## src/rtl/bus_xfer_pkg.sv

```systemverilog
// bus_xfer_pkg: shared definitions for the bus transfer sequencer.
//   - Bus source / destination codes as seen by the datapath bus mux.
//   - Default bus widths (NSRC, NDST) and request word layout.
//   - FSM state encoding for bus_xfer_ctrl.
// Optional feature macro used by the slice: BUS_XFER_STATS_EN.
package bus_xfer_pkg;

  localparam int NSRC   = 24;
  localparam int NDST   = 24;
  localparam int CODE_W = 5;
  // A queued request is {source code, destination code}.
  localparam int REQ_W  = 2 * CODE_W;

  localparam logic [CODE_W-1:0]
    SRC_R0  = 5'd0,  SRC_R1  = 5'd1,  SRC_R2  = 5'd2,  SRC_R3  = 5'd3,
    SRC_R4  = 5'd4,  SRC_R5  = 5'd5,  SRC_R6  = 5'd6,  SRC_R7  = 5'd7,
    SRC_R8  = 5'd8,  SRC_R9  = 5'd9,  SRC_R10 = 5'd10, SRC_R11 = 5'd11,
    SRC_R12 = 5'd12, SRC_R13 = 5'd13, SRC_R14 = 5'd14, SRC_R15 = 5'd15,
    SRC_HI  = 5'd16, SRC_LO  = 5'd17, SRC_ZHIGH = 5'd18, SRC_ZLOW = 5'd19,
    SRC_PC  = 5'd20, SRC_MDR = 5'd21, SRC_INPORT = 5'd22, SRC_C = 5'd23;

  localparam logic [CODE_W-1:0]
    DST_R0  = 5'd0,  DST_R1  = 5'd1,  DST_R2  = 5'd2,  DST_R3  = 5'd3,
    DST_R4  = 5'd4,  DST_R5  = 5'd5,  DST_R6  = 5'd6,  DST_R7  = 5'd7,
    DST_R8  = 5'd8,  DST_R9  = 5'd9,  DST_R10 = 5'd10, DST_R11 = 5'd11,
    DST_R12 = 5'd12, DST_R13 = 5'd13, DST_R14 = 5'd14, DST_R15 = 5'd15,
    DST_HI  = 5'd16, DST_LO  = 5'd17, DST_PC  = 5'd18, DST_MDR = 5'd19,
    DST_MAR = 5'd20, DST_IR  = 5'd21, DST_Y   = 5'd22, DST_OUTPORT = 5'd23;

  typedef enum logic [1:0] {
    IDLE  = 2'd0,
    DRIVE = 2'd1,
    LATCH = 2'd2
  } state_e;

endpackage

```

## src/rtl/bus_xfer_ctrl_if.sv

```systemverilog
// bus_xfer_ctrl_if: request handshake plus bus enable outputs of bus_xfer_ctrl.
//   master modport: control unit side (offers requests, observes enables/status).
//   slave  modport: bus_xfer_ctrl side.
//   Signals: req_valid/req_ready/req_src/req_dst, src_out[NSRC], dst_in[NDST],
//            busy, xfer_done, xfer_err, level[clog2(DEPTH)+1].
//   With BUS_XFER_STATS_EN defined: xfer_count[15:0], err_count[7:0].
interface bus_xfer_ctrl_if #(
  parameter int DEPTH = 4,
  parameter int NSRC  = bus_xfer_pkg::NSRC,
  parameter int NDST  = bus_xfer_pkg::NDST
);
  localparam int LVL_W = $clog2(DEPTH) + 1;

  logic             req_valid;
  logic             req_ready;
  logic [4:0]       req_src;
  logic [4:0]       req_dst;
  logic [NSRC-1:0]  src_out;
  logic [NDST-1:0]  dst_in;
  logic             busy;
  logic             xfer_done;
  logic             xfer_err;
  logic [LVL_W-1:0] level;
`ifdef BUS_XFER_STATS_EN
  logic [15:0]      xfer_count;
  logic [7:0]       err_count;
`endif

  modport master (
    output req_valid, req_src, req_dst,
    input  req_ready, src_out, dst_in, busy, xfer_done, xfer_err, level
`ifdef BUS_XFER_STATS_EN
    , input xfer_count, err_count
`endif
  );

  modport slave (
    input  req_valid, req_src, req_dst,
    output req_ready, src_out, dst_in, busy, xfer_done, xfer_err, level
`ifdef BUS_XFER_STATS_EN
    , output xfer_count, err_count
`endif
  );

endinterface

```

## src/rtl/bus_xfer_fifo.sv

```systemverilog
// bus_xfer_fifo: synchronous DEPTH x WIDTH request FIFO with explicit occupancy counter.
//   clk_i, rst_i   : clock, synchronous active-high reset (pointers/level only)
//   push_i, data_i : write request (ignored when full)
//   pop_i, data_o  : read request (ignored when empty); data_o shows the head
//   full_o, empty_o, level_o : status, derived from registered occupancy
module bus_xfer_fifo #(
  parameter int DEPTH = 4,
  parameter int WIDTH = bus_xfer_pkg::REQ_W
) (
  input  logic                       clk_i,
  input  logic                       rst_i,
  input  logic                       push_i,
  input  logic [WIDTH-1:0]           data_i,
  input  logic                       pop_i,
  output logic [WIDTH-1:0]           data_o,
  output logic                       full_o,
  output logic                       empty_o,
  output logic [$clog2(DEPTH):0]     level_o
);
  import bus_xfer_pkg::*;

  localparam int PTR_W = $clog2(DEPTH);
  localparam int LVL_W = PTR_W + 1;

  logic [WIDTH-1:0] mem_q [DEPTH];
  logic [PTR_W-1:0] wr_ptr_q, rd_ptr_q;
  logic [LVL_W-1:0] level_q;
  logic             push_ok, pop_ok;

  assign full_o  = (level_q == LVL_W'(DEPTH));
  assign empty_o = (level_q == '0);
  assign level_o = level_q;
  assign push_ok = push_i && !full_o;
  assign pop_ok  = pop_i && !empty_o;
  assign data_o  = mem_q[rd_ptr_q];

  // DEPTH is a power of two, so pointers wrap naturally.
  always_ff @(posedge clk_i) begin
    if (rst_i) begin
      wr_ptr_q <= '0;
      rd_ptr_q <= '0;
      level_q  <= '0;
    end else begin
      if (push_ok) wr_ptr_q <= wr_ptr_q + PTR_W'(1);
      if (pop_ok)  rd_ptr_q <= rd_ptr_q + PTR_W'(1);
      case ({push_ok, pop_ok})
        2'b10:   level_q <= level_q + LVL_W'(1);
        2'b01:   level_q <= level_q - LVL_W'(1);
        default: level_q <= level_q;
      endcase
    end
  end

  always_ff @(posedge clk_i) begin
    if (push_ok) mem_q[wr_ptr_q] <= data_i;
  end

endmodule

```

## src/rtl/bus_xfer_ctrl.sv

```systemverilog
// bus_xfer_ctrl: bus-side transfer sequencer driving the datapath bus mux.
//   clock : rising-edge clock
//   clear : synchronous active-high reset (also aborts an in-flight transfer)
//   bus   : bus_xfer_ctrl_if.slave -- request handshake in, one-hot src_out /
//           dst_in enables, busy, xfer_done / xfer_err pulses, FIFO level out.
// Each queued {src, dst} request becomes one DRIVE cycle (source enable only,
// bus settles) followed by one LATCH cycle (source held, destination enable and
// xfer_done). Requests with codes outside the bus width are dropped with xfer_err.
// Optional: BUS_XFER_STATS_EN adds xfer_count (wrapping) and err_count (saturating).
module bus_xfer_ctrl #(
  parameter int DEPTH = 4,
  parameter int NSRC  = bus_xfer_pkg::NSRC,
  parameter int NDST  = bus_xfer_pkg::NDST
) (
  input  logic           clock,
  input  logic           clear,
  bus_xfer_ctrl_if.slave bus
);
  import bus_xfer_pkg::*;

  localparam int LVL_W = $clog2(DEPTH) + 1;

  state_e            state_q, state_d;
  logic [NSRC-1:0]   src_out_q, src_out_d;
  logic [NDST-1:0]   dst_in_q, dst_in_d;
  logic              done_q, done_d;
  logic              err_q, err_d;
  logic [CODE_W-1:0] dst_code_q, dst_code_d;

  logic              fifo_push, fifo_pop, fifo_full, fifo_empty;
  logic [REQ_W-1:0]  fifo_head;
  logic [LVL_W-1:0]  fifo_level;
  logic [CODE_W-1:0] head_src, head_dst;
  logic              head_ok;

  function automatic logic [NSRC-1:0] src_onehot(input logic [CODE_W-1:0] code);
    logic [NSRC-1:0] v;
    v = '0;
    for (int i = 0; i < NSRC; i++) v[i] = (int'(code) == i);
    return v;
  endfunction

  function automatic logic [NDST-1:0] dst_onehot(input logic [CODE_W-1:0] code);
    logic [NDST-1:0] v;
    v = '0;
    for (int i = 0; i < NDST; i++) v[i] = (int'(code) == i);
    return v;
  endfunction

  assign fifo_push = bus.req_valid && !fifo_full;

  bus_xfer_fifo #(
    .DEPTH (DEPTH),
    .WIDTH (REQ_W)
  ) u_fifo (
    .clk_i   (clock),
    .rst_i   (clear),
    .push_i  (fifo_push),
    .data_i  ({bus.req_src, bus.req_dst}),
    .pop_i   (fifo_pop),
    .data_o  (fifo_head),
    .full_o  (fifo_full),
    .empty_o (fifo_empty),
    .level_o (fifo_level)
  );

  assign head_src = fifo_head[REQ_W-1:CODE_W];
  assign head_dst = fifo_head[CODE_W-1:0];
  assign head_ok  = (int'(head_src) < NSRC) && (int'(head_dst) < NDST);

  // Outputs are registered: the next-state logic also computes what the
  // enables must show while in the next state.
  always_comb begin
    state_d    = state_q;
    src_out_d  = '0;
    dst_in_d   = '0;
    done_d     = 1'b0;
    err_d      = 1'b0;
    dst_code_d = dst_code_q;
    fifo_pop   = 1'b0;
    case (state_q)
      IDLE, LATCH: begin
        // LATCH is the last cycle of a transfer, so the bus is free to start
        // the next one immediately; this gives the 2-cycle cadence.
        state_d = IDLE;
        if (!fifo_empty) begin
          fifo_pop = 1'b1;
          if (head_ok) begin
            state_d    = DRIVE;
            src_out_d  = src_onehot(head_src);
            dst_code_d = head_dst;
          end else begin
            err_d = 1'b1;
          end
        end
      end
      DRIVE: begin
        state_d   = LATCH;
        src_out_d = src_out_q;
        dst_in_d  = dst_onehot(dst_code_q);
        done_d    = 1'b1;
      end
      default: state_d = IDLE;
    endcase
  end

  always_ff @(posedge clock) begin
    if (clear) begin
      state_q   <= IDLE;
      src_out_q <= '0;
      dst_in_q  <= '0;
      done_q    <= 1'b0;
      err_q     <= 1'b0;
    end else begin
      state_q   <= state_d;
      src_out_q <= src_out_d;
      dst_in_q  <= dst_in_d;
      done_q    <= done_d;
      err_q     <= err_d;
    end
  end

  always_ff @(posedge clock) begin
    dst_code_q <= dst_code_d;
  end

  assign bus.req_ready = !fifo_full;
  assign bus.src_out   = src_out_q;
  assign bus.dst_in    = dst_in_q;
  assign bus.xfer_done = done_q;
  assign bus.xfer_err  = err_q;
  assign bus.level     = fifo_level;
  assign bus.busy      = !fifo_empty || (state_q != IDLE);

`ifdef BUS_XFER_STATS_EN
  logic [15:0] xfer_count_q;
  logic [7:0]  err_count_q;

  always_ff @(posedge clock) begin
    if (clear) begin
      xfer_count_q <= '0;
      err_count_q  <= '0;
    end else begin
      if (done_q) xfer_count_q <= xfer_count_q + 16'd1;
      if (err_q && (err_count_q != 8'hFF)) err_count_q <= err_count_q + 8'd1;
    end
  end

  assign bus.xfer_count = xfer_count_q;
  assign bus.err_count  = err_count_q;
`endif

endmodule

```

## src/flat_wrapper.sv

```systemverilog
// flat-port wrapper written by rule: the top's interface ports become plain ports
module bus_xfer_ctrl_flat import bus_xfer_pkg::*;
#(
  parameter int DEPTH = 4,
  parameter int NSRC  = bus_xfer_pkg::NSRC,
  parameter int NDST  = bus_xfer_pkg::NDST
)
  (clock, clear, bus_req_valid, bus_req_src, bus_req_dst, bus_req_ready, bus_src_out, bus_dst_in, bus_busy, bus_xfer_done, bus_xfer_err, bus_level);
  bus_xfer_ctrl_if #(.DEPTH(DEPTH), .NSRC(NSRC), .NDST(NDST)) bus_i ();
  input  logic clock;
  input  logic clear;
  input wire logic [$bits(bus_i.req_valid)-1:0] bus_req_valid;
  input wire logic [$bits(bus_i.req_src)-1:0] bus_req_src;
  input wire logic [$bits(bus_i.req_dst)-1:0] bus_req_dst;
  output wire logic [$bits(bus_i.req_ready)-1:0] bus_req_ready;
  output wire logic [$bits(bus_i.src_out)-1:0] bus_src_out;
  output wire logic [$bits(bus_i.dst_in)-1:0] bus_dst_in;
  output wire logic [$bits(bus_i.busy)-1:0] bus_busy;
  output wire logic [$bits(bus_i.xfer_done)-1:0] bus_xfer_done;
  output wire logic [$bits(bus_i.xfer_err)-1:0] bus_xfer_err;
  output wire logic [$bits(bus_i.level)-1:0] bus_level;
  assign bus_i.req_valid = bus_req_valid;
  assign bus_i.req_src = bus_req_src;
  assign bus_i.req_dst = bus_req_dst;
  assign bus_req_ready = bus_i.req_ready;
  assign bus_src_out = bus_i.src_out;
  assign bus_dst_in = bus_i.dst_in;
  assign bus_busy = bus_i.busy;
  assign bus_xfer_done = bus_i.xfer_done;
  assign bus_xfer_err = bus_i.xfer_err;
  assign bus_level = bus_i.level;
  bus_xfer_ctrl #(.DEPTH(DEPTH), .NSRC(NSRC), .NDST(NDST)) u_core (.clock(clock), .clear(clear), .bus(bus_i));
endmodule
```

## config.mk

```make
export PLATFORM = sky130hd
export DESIGN_NAME = bus_xfer_ctrl_flat
export DESIGN_NICKNAME = d
export VERILOG_FILES = /design/src/rtl/bus_xfer_pkg.sv /design/src/rtl/bus_xfer_ctrl_if.sv /design/src/rtl/bus_xfer_fifo.sv /design/src/rtl/bus_xfer_ctrl.sv /design/src/flat_wrapper.sv
export SDC_FILE = /design/constraint.sdc
export NUM_CORES = 1
export LEC_CHECK = 0
export CAP_MARGIN = 30
export CORE_ASPECT_RATIO = 1.25
export CORE_MARGIN = 5
export CORE_UTILIZATION = 51
export CTS_CLUSTER_DIAMETER = 100
export DETAILED_ROUTE_END_ITERATION = 7
export PLACE_DENSITY = 0.8
export SYNTH_ARGS = -nofsm -noshare
export SYNTH_HDL_FRONTEND = slang
export SYNTH_HIERARCHICAL = 1
export SYNTH_SLANG_ARGS = --single-unit
```

## constraint.sdc

```tcl
create_clock -name clock -period 2.5 [get_ports clock]
set_clock_uncertainty 0.05 [all_clocks]
set_input_delay 0.5 -clock clock [delete_from_list [all_inputs] [get_ports clock]]
set_output_delay 0.5 -clock clock [all_outputs]
set_load 0.1 [all_outputs]
```

==> results of run 1 <==
==> final cells by class <==
cell class | instances | area [µm²]
flip-flops and latches | 106 | 2580
fillers | 551 | 2550
multi-input cells | 151 | 1110
repair buffers | 82 | 658
clock buffers | 9 | 124
well taps | 92 | 115
clock inverters | 7 | 83.8
inverters | 12 | 45.0
==> cell usage after synthesis (all sizes together), types with 3 or more instances <==
master  instances
o41ai           3
ha              5
nor2           33
nand2          27
edfxtp         45
and2            5
nor2b           3
or3             3
nand2b          6
nor3b           5
nor3            3
o21ai          17
mux4           10
a32o            7
dfxtp          61
a21oi           4
xor2            3
buf             7
inv            12
==> logic make-up (layout without fill, tap and decap cells) <==
kind of cell             Yosys count  count (layout)
AND/OR/NAND/NOR                   97              97
buffers and inverters             21             110
AO/OA/AOI/OAI                     34              34
multiplexers                      11              11
flip-flops                       106             106
XOR/XNOR                           3               3
adder cells (fa/ha/maj)            6               6
==> through the flow <==
stage | setup slack, ns | cells | area [µm²] | setup TNS, ns | total power [mW]
2_1_floorplan | 0.0347 | 278 | 3770 | 0 | 3.24
3_3_place_gp | -0.0308 | 443 | 4500 | -0.0308 | 3.60
3_5_place_dp | -0.109 | 443 | 4500 | -0.109 | 3.64
4_1_cts | 0.158 | 459 | 4710 | 0 | 4.71
5_1_grt | 0.0149 | 459 | 4720 | 0 | 4.91
6_report | 0.205 | 459 | 4720 | 0 | 4.68
==> metal layers <==
metal | share of wire | GRT usage
met1 | 0.39 | 0.181
met2 | 0.52 | 0.268
met3 | 0.068 | 0.0457
met4 | 0.021 | 0.0568
met5 | 0 | 0
==> worst reg2reg max path, delay by kind of cell, from the launching register on <==
family / cells / cell delay [ns]
AND/OR/NAND/NOR: 4 / 0.70
adder cells (fa/ha/maj): 2 / 0.57
flip-flops: 1 / 0.39
buffers and inverters: 3 / 0.19
XOR/XNOR: 1 / 0.16
AO/OA/AOI/OAI: 1 / 0.16
==> power breakdown <==
group | internal, mW | switching [mW] | leakage, nW
registers | 2.03 | 0.127 | 0.908
logic | 0.452 | 0.996 | 0.774
clock network | 0.484 | 0.589 | 0.105
==> registers in the layout, indices dropped and copies added (netlist names), named ones only <==
name / cells
u_core/bus.xfer_done: 1
u_core/bus.dst_in: 24
u_core/bus.xfer_err: 1
u_core/u_fifo/mem_q: 40
u_core/dst_code_q: 5
u_core/state_q: 2
u_core/bus.src_out: 24
u_core/u_fifo/level_o: 3
u_core/u_fifo/wr_ptr_q: 2
u_core/u_fifo/rd_ptr_q: 2
==> path summary, 6_finish.rpt <==
kind	slack, ns	from	endpoint	depth (start not counted)
worst max-delay path	0.21	u_core/u_fifo/level_o[1]$_SDFFE_PP0P_	u_core/u_fifo/level_o[2]$_SDFFE_PP0P_	11
worst min-delay path	0.41	u_core/bus.src_out[5]$_SDFFE_PP0P_	u_core/bus.src_out[5]$_SDFFE_PP0P_	2
worst max register to register	0.21	u_core/u_fifo/level_o[1]$_SDFFE_PP0P_	u_core/u_fifo/level_o[2]$_SDFFE_PP0P_	11
worst min register to register	0.41	u_core/bus.src_out[5]$_SDFFE_PP0P_	u_core/bus.src_out[5]$_SDFFE_PP0P_	2
==> metrics, run 1 <==
number of flops mapped to enable cells by yosys 45; Synth area leaders edfxtp_1, dfxtp_1, mux4_2; mux cell area share after synthesis 0.0626; first-pass GRT wire length 11,000 µm; synthesized area 3760 µm²; initial antenna violation count 0; cell count after synthesis around 280; root buf cell clkbuf_8; H-tree levels 3; Unique masters post-synth 44; n_diodes 0; most frequent cells in the layout buf_4, dfxtp_1, edfxtp_1, nor2_1, nand2_1; register area share after synthesis 0.684; post-synthesis simple-gate area fraction 0.133; RD Place Congestion 0.729; area share of the largest cell type after synthesis 0.359; critical path arrival 2.54 ns; CP dominant cell by count inv_1; vias between 2,000 and 2,500; residual DRC count 0; #FFs+latches synth 106; status finished clean; Die Width 86.8 µm; CP max-delay cell fa_1; initial core utilization 0.517; clock sink count 106; worst setup path category flop to flop; RSZ-0062 raised after global routing false; commonest non-fill, non-tap cell in the layout buf_4; Tcrit/Tclk final 0.918; area leader, netlist edfxtp_1; clock period minus worst slack 2.29 ns; drt first pass iters 4; worst hold slack 0.410 ns; Final Max Slew Viols 0; Max FO, Critical Path 6; grt ovf 0; ratio of cells with drive above 1 in the final layout 0.297; ys async rst share 0; Rel. slew slack 0.657; compound-gate portion of the synthesized area 0.0682; Vias per Instance about 5.1; final count of negative-setup-slack endpoints 0; CTS buffer count 9; Reg clk slew, reported paths ~0.10 ns; Max-Cap Viols 0; Critical Path RT 2.75 ns; largest family of logic cells by synthesized area simple AND/OR/NAND/NOR gates; Post-Syn Area per Cell 13.5 µm²; final core occ 0.649; Yosys Warn Count 6; placement row count 35; Worst-Skew Late Latency 0.36 ns; DIE HEIGHT 106 µm; slew of the pin with the lowest slew margin 0.513 ns; All-Layer GR Usage 0.156; nets@finish about 380; crit path buf inv count 3; dpl hpwl 5090 µm; syn_nets between 200 and 300; clock buffer depth 2; top_reg_cell synth dfxtp_1; 1st-iter DRT viols 72; CTS tree done; largest net degree at the start of global routing 26; CP Capture Type flop; Fmax 0.436 GHz; post-synthesis adder-cell area fraction 0.0220; area grow syn2layout 25.4%; CP cell instances nor3b_4 -> nor2b_1 -> inv_1 -> nor2_1 -> inv_1 -> ha_1 -> inv_1 -> fa_1 -> xor2_1 -> or3_1 -> a21oi_1; setup repair bufs after CTS 0; CTS resizes 0; vias in the first global route between 2,000 and 2,500; Core Box Area 7270 µm²; CP top delay family simple AND/OR/NAND/NOR gates; worst hold-check path type flop to flop; CTS Hold Bufs 0; peak per-stage delay on the critical path roughly 0.42 ns; Pwr per Cell Area a little under 1000 nW/µm²; Post-Synth XOR/XNOR Area 0.00699; final wirelength 6830 µm; final hold violation count 0; io pins 68; Worst Setup Start Kind flop; Antenna Nets Post-Route 0; Die ar. ~9000 µm²; port bufs 67; maximum vdd drop 0.000733 V; Leak Pwr 1.79 nW; routed length per placed instance around 15 µm
Note: power is estimated with default switching activity, not from simulation.
==> run 2, diff against run 1 <==
--- a/config.mk
+++ b/config.mk
@@ -16,3 +16,4 @@
 export SYNTH_HDL_FRONTEND = slang
 export SYNTH_HIERARCHICAL = 1
 export SYNTH_SLANG_ARGS = --single-unit
+export TNS_END_PERCENT = 10
==> results of run 2 <==
The final DEF is identical to that of run 1; final timing and power are the same.
